### config.mk
export PLATFORM = sky130hd
export DESIGN_NAME = nrisc_mem_responder
export DESIGN_NICKNAME = d
export VERILOG_FILES = /design/src/rtl/nrisc_mem_pkg.sv /design/src/rtl/nrisc_ram.sv /design/src/rtl/nrisc_mem_responder.sv
export SDC_FILE = /design/constraint.sdc
export NUM_CORES = 2
export LEC_CHECK = 0
export CELL_PAD_IN_SITES_DETAIL_PLACEMENT = 1
export CELL_PAD_IN_SITES_GLOBAL_PLACEMENT = 2
export CORE_MARGIN = 5
export CORE_UTILIZATION = 35
export DETAILED_ROUTE_END_ITERATION = 12
export GPL_TIMING_DRIVEN = 0
export PLACE_DENSITY = 0.7
export SETUP_SLACK_MARGIN = 0.1
export SYNTH_ARGS = -nofsm -noshare
export SYNTH_HDL_FRONTEND = slang
export SYNTH_SLANG_ARGS = --single-unit
### constraint.sdc
create_clock -name clock -period 6.7 [get_ports clock]
set_input_delay 1.34 -clock clock [delete_from_list [all_inputs] [get_ports clock]]
set_output_delay 1.34 -clock clock [all_outputs]
set_load 0.02 [all_outputs]
### src/rtl/nrisc_mem_pkg.sv
// rtl/nrisc_mem_pkg.sv - shared types and defaults for the nRisc memory responder
package nrisc_mem_pkg;

  // Default geometry: 256 words of 8 bits, output port at the top data address
  localparam int DEF_ADDR_W  = 8;
  localparam int DEF_DATA_W  = 8;
  localparam int DEF_IO_ADDR = 'hFF;

  // Boot length/counter width: one extra bit so a full memory (2**ADDR_W) is representable
  localparam int LEN_W = DEF_ADDR_W + 1;

  // Boot-loader progression; RUN is left only through reset
  typedef enum logic [1:0] {
    BOOT_LEN  = 2'd0,
    BOOT_DATA = 2'd1,
    RUN       = 2'd2
  } bootState_t;

endpackage

### src/rtl/nrisc_ram.sv
// rtl/nrisc_ram.sv - single-port-write, async-read word memory without reset
module nrisc_ram #(
  parameter int ADDR_W = 8,
  parameter int DATA_W = 8
) (
  input  logic              clock,
  input  logic              we,
  input  logic [ADDR_W-1:0] waddr,
  input  logic [DATA_W-1:0] wdata,
  input  logic [ADDR_W-1:0] raddr,
  output logic [DATA_W-1:0] rdata
);

  logic [DATA_W-1:0] mem [2**ADDR_W];

  // Synchronous write; contents deliberately survive reset
  always_ff @(posedge clock) begin
    if (we) begin
      mem[waddr] <= wdata;
    end
  end

  // Read is combinational, so a same-cycle write is seen only after the edge
  assign rdata = mem[raddr];

endmodule

### src/rtl/nrisc_mem_responder.sv
// rtl/nrisc_mem_responder.sv - boot loader, instruction/data memories and output port for the nRisc core
module nrisc_mem_responder
  import nrisc_mem_pkg::*;
#(
  parameter int                ADDR_W  = DEF_ADDR_W,
  parameter int                DATA_W  = DEF_DATA_W,
  parameter logic [ADDR_W-1:0] IO_ADDR = ADDR_W'(DEF_IO_ADDR)
) (
  input  logic              clock,
  input  logic              reset,
  input  logic [ADDR_W-1:0] PC_inst,
  output logic [DATA_W-1:0] saidaInstruction,
  input  logic [ADDR_W-1:0] endereco,
  input  logic [DATA_W-1:0] dado,
  input  logic              LEmem,
  input  logic              ESCREVEmem,
  output logic [DATA_W-1:0] saidaDadoMem,
  input  logic              load_valid,
  input  logic [7:0]        load_data,
  output logic              load_ready,
  output logic              cpu_run,
  output logic [DATA_W-1:0] io_out,
  output logic              io_strobe
);

  localparam int LW = ADDR_W + 1;

  bootState_t        state;
  logic [LW-1:0]     bootCnt;
  logic [LW-1:0]     bootLen;
  logic              isRun;
  logic              byteTaken;
  logic              imemWe;
  logic              dmemWe;
  logic              ioHit;
  logic [DATA_W-1:0] imemRd;
  logic [DATA_W-1:0] dmemRd;

  assign isRun      = (state == RUN);
  assign load_ready = !isRun;
  assign byteTaken  = load_valid && load_ready;
  assign cpu_run    = isRun;

  assign ioHit  = (endereco == IO_ADDR);
  assign imemWe = byteTaken && (state == BOOT_DATA);
  assign dmemWe = isRun && ESCREVEmem && !ioHit;

  // Boot FSM: length byte first (0 encodes a full memory), then that many image bytes
  always_ff @(posedge clock or posedge reset) begin
    if (reset) begin
      state   <= BOOT_LEN;
      bootCnt <= '0;
      bootLen <= '0;
    end else begin
      case (state)
        BOOT_LEN: begin
          if (byteTaken) begin
            bootLen <= (load_data == 8'd0) ? LW'(1 << ADDR_W) : LW'(load_data);
            bootCnt <= '0;
            state   <= BOOT_DATA;
          end
        end
        BOOT_DATA: begin
          if (byteTaken) begin
            bootCnt <= bootCnt + LW'(1);
            if (bootCnt == bootLen - LW'(1)) begin
              state <= RUN;
            end
          end
        end
        default: begin
        end
      endcase
    end
  end

  // Output port: latch the stored value and pulse the strobe for one cycle per store
  always_ff @(posedge clock or posedge reset) begin
    if (reset) begin
      io_out    <= '0;
      io_strobe <= 1'b0;
    end else begin
      io_strobe <= 1'b0;
      if (isRun && ESCREVEmem && ioHit) begin
        io_out    <= dado;
        io_strobe <= 1'b1;
      end
    end
  end

  nrisc_ram #(
    .ADDR_W(ADDR_W),
    .DATA_W(DATA_W)
  ) u_imem (
    .clock (clock),
    .we    (imemWe),
    .waddr (bootCnt[ADDR_W-1:0]),
    .wdata (DATA_W'(load_data)),
    .raddr (PC_inst),
    .rdata (imemRd)
  );

  nrisc_ram #(
    .ADDR_W(ADDR_W),
    .DATA_W(DATA_W)
  ) u_dmem (
    .clock (clock),
    .we    (dmemWe),
    .waddr (endereco),
    .wdata (dado),
    .raddr (endereco),
    .rdata (dmemRd)
  );

  // Core-facing read paths are gated so nothing leaks out before the image is complete
  always_comb begin
    saidaInstruction = '0;
    saidaDadoMem     = '0;
    if (isRun) begin
      saidaInstruction = imemRd;
      if (LEmem) begin
        saidaDadoMem = ioHit ? io_out : dmemRd;
      end
    end
  end

endmodule

==> impl_metrics.py <==
metrics = {
    "outcome": {
        "status": "finished with violations",
        "violations": "capacitance limit, slew limit, setup timing",
    },
    "die": {
        "die_area_um2": 470000,
        "die-width_um": 686,
        "floorplan.initialDensity_pct": 35.1,
        "row_count": 248,
        "dieHeight_um": 686,
        "io-pin-count": 64,
        "fp.coreArea_um2": 456000,
    },
    "critical_path": {
        "r2r_start": "state[0]",
        "arrival_ns": 5.42,
        "cp_common_cell": "buf_6",
        "cp_slowest_cell": "o41ai_4",
        "r2r-end": "u_dmem.mem[124][6]",
        "critPathKind": "in -> out",
        "reg2reg_setup_slack_ns": 1.67,
        "cpPeakStageDelay_ns": 0.82,
        "reg2reg_depth": 8,
        "cp_top_family": "buffers and inverters",
        "crit_required_ns": 5.36,
        "cp_max_fo": 10,
        "path_cells": "buf_2 -> buf_6 -> buf_4 -> buf_6 -> buf_8 -> mux4_2 -> a22oi_1 -> a21oi_1 -> o41ai_4 -> a41oi_4 -> dlygate4sd2_1",
        "critPathBufInv": 6,
        "critPathCaptureType": "primary output",
        "crit_path_start_kind": "input pin",
    },
    "power_and_ir_drop": {
        "switchingPower_mw": 12.8,
        "pwr-share-clk_pct": 42.3,
        "leakage_nw": 56.3,
        "internal_power_mw": 42.3,
        "combPwrFrac_pct": 6.2,
        "sw_frac_of_total_pct": 23.2,
        "power_frac_seq_pct": 51.5,
        "ir_drop_mv": 0.247,
        "p_per_area_nw_per_um2": 299,
        "total_power_mw": 55.2,
    },
    "global_route": {
        "grt_pass1_vias": 85300,
        "grt.total_usage_pct": 24.1,
        "grt_max_degree": 175,
        "antenna_found_initial": 47,
        "grt_overflow": 0,
        "grt_pass1_wl_mm": 773,
    },
    "logic_synthesis": {
        "avgSynthCellArea_um2": 21.9,
        "synthArstFlopShare_pct": 0.703,
        "synthMuxAreaShare_pct": 16.1,
        "netlist_area_um2": 160000,
        "yosysWarnings": 0,
        "synth-main-ff-cell": "edfxtp_1",
        "synth-simple-area-share_pct": 2.44,
        "syn_inst": 7278,
        "ys_seq_area_share_pct": 77.4,
        "synth_cell_type_count": 70,
        "yosys.area_share.adder_pct": 0.0392,
        "synth_xor_area_share_pct": 0.0603,
        "ys_ff_latch": 4124,
        "synth_top_family_by_area": "multiplexers",
        "synth_edf_count": 4095,
        "synth_compound_area_share_pct": 2.44,
    },
    "placement": {
        "port_buffers": 54,
        "pre_cts_ws_ns": -2.53,
        "dpl_cell_area_um2": 169000,
        "gp_congestion": 0.970,
        "hpwl_mm": 379,
    },
    "timing": {
        "setup_viol": 5,
        "fmax_ghz": 0.148,
        "worstMarginPinSlew_ns": 1.53,
        "setup_tns_ns": -0.130,
        "period_minus_slack_ns": 6.76,
        "clock_skew_ns": 0.114,
        "fin_crit_sh_pct": 101,
        "timing.final.ws_setup_ns": -0.0594,
        "finalHoldViolations": 0,
        "drv_slew": 11,
        "hold_ws_ns": 0.548,
        "rsz0062_at_grt": "true",
        "max_slew_margin_pct": -2.16,
    },
    "hold_path": {
        "whs_path_depth": 2,
        "min_to": "bootLen[8]",
        "holdCritPathClass": "reg -> reg",
        "hp-start": "bootLen[8]",
    },
    "clocking": {
        "clock_latency_ns": 1.04,
        "cts_buffer_depth": 4,
        "cts_tree": "built",
        "clk_pin_slew_ns": 0.06,
        "cts_root_buf": "clkbuf_16",
        "htreeDepth": 5,
        "numCtsBuffers": 424,
        "clock-sinks": 4124,
    },
    "cells_and_area": {
        "final_cell_area_um2": 184000,
        "fillers": 42800,
        "area_delta_synth_final_pct": 15.3,
        "final_common_cell": "edfxtp_1",
        "final_cell_mix": "4095 x edfxtp_1, 1085 x mux4_2, 563 x nor2_1",
        "final_nets": 7842,
        "drive_above_1_share_pct": 26.9,
    },
    "detailed_routing": {
        "post_drt_wl_per_cell_um": 40.9,
        "postRouteAntennaNets": 0,
        "drt-total-wl_mm": 580,
        "via_per_inst": 6.07,
        "dr.pass1.iters": 6,
        "vias": 86100,
        "drc_errors": 0,
        "drt_iter0_markers": 14100,
    },
    "job": {
        "drv_cap": 1,
    },
}
## worst reg2reg max path, delay by kind of cell (launching register included)
kind / cells / cell delay (ns)
buffers and inverters: 3 / 0.91
flip-flops: 1 / 0.37
AND/OR/NAND/NOR: 5 / 3.33
## layer usage
metal / vias to the layer above / share of wire, % / global-route usage [%]
met5: - / 0.024 / 0
met4: 20 / 6.6 / 13.0
met3: 1393 / 12 / 7.04
met2: 6126 / 45 / 36.7
met1: 46700 / 37 / 31.2
li1: 31800 / - / -
## sequential cells by signal (all words and copies together), names as in the netlist
register / count
u_imem.mem: 2048
u_dmem.mem: 2047
bootCnt: 9
bootLen: 9
io_out: 8
state: 2
io_strobe: 1
## cells by family after synthesis
kind of cell             after synthesis
flip-flops                          4124
XOR/XNOR                              11
multiplexers                        1198
other                                  1
AND/OR/NAND/NOR                      937
AO/OA/AOI/OAI                        557
buffers and inverters                445
adder cells (fa/ha/maj)                5
## worst max-delay path by stage
stage / slack [ns] / end / start / cells past startpoint
3_5_place_dp: -2.53 / saidaDadoMem[1] / endereco[1] / 11
2_1_floorplan: 1.81 / saidaInstruction[1] / PC_inst[0] / 8
6_report: -0.06 / saidaDadoMem[1] / endereco[1] / 11
5_1_grt: 0.09 / saidaDadoMem[1] / endereco[1] / 11
4_1_cts: 0.07 / saidaInstruction[7] / PC_inst[1] / 10
3_3_place_gp: -4.16 / saidaDadoMem[5] / endereco[1] / 11
## stage by stage
stage | utilization (%) | instances
floorplan | - | 7284
global placement | 36.8 | 13300
detailed placement | 37.1 | 13400
CTS | 40.4 | 14200
global route | 40.4 | 14200
finish | 40.4 | 14200
## power by group through the flow
stage	registers [mW]	clock network (mW)	logic [mW]
6_report	28.4	23.4	3.41
5_1_grt	28.4	24.6	3.41
4_1_cts	28.4	23.4	3.32
3_5_place_dp	28.9	0	3.20
3_3_place_gp	29.2	0	3.08
2_1_floorplan	28.9	0	1.33
## cell usage after synthesis (29+ instances only)
library cell / count / share of area, %
mux2i_1: 91 / 0.57
nor2_1: 568 / 1.3
dfrtp_1: 29 / 0.45
a21oi_1: 90 / 0.28
clkbuf_1: 201 / 0.47
buf_6: 30 / 0.21
buf_4: 49 / 0.23
a221oi_1: 34 / 0.19
o21ai_0: 48 / 0.15
nand3_1: 53 / 0.17
a22oi_1: 218 / 1.0
mux4_2: 1085 / 15
edfxtp_1: 4095 / 77
nor2b_1: 32 / 0.13
buf_2: 113 / 0.35
o22ai_1: 31 / 0.12
nand2_1: 187 / 0.44
## cell type report
class / count / area, µm² / share of cell area (%)
sequential: 4124 / 124000 / 67.1
multi-input combinational: 2715 / 34200 / 18.6
clock buffer: 534 / 11200 / 6.07
tap: 6000 / 7510 / 4.07
buffer: 430 / 3780 / 2.05
clock inverter: 255 / 2280 / 1.24
timing repair buffer: 91 / 1500 / 0.812
inverter: 14 / 57.6 / 0.0312
antenna: 15 / 37.5 / 0.0204
## timing repair
item / in CTS / in global routing
hold buffers: 0 / 0
resized for setup: 546 / 49
pin swaps: 12 / 5
buffers inserted: 2 / 0
endpoints found under the setup margin: 320 / 12
Note: power is estimated with default switching activity, not from simulation.
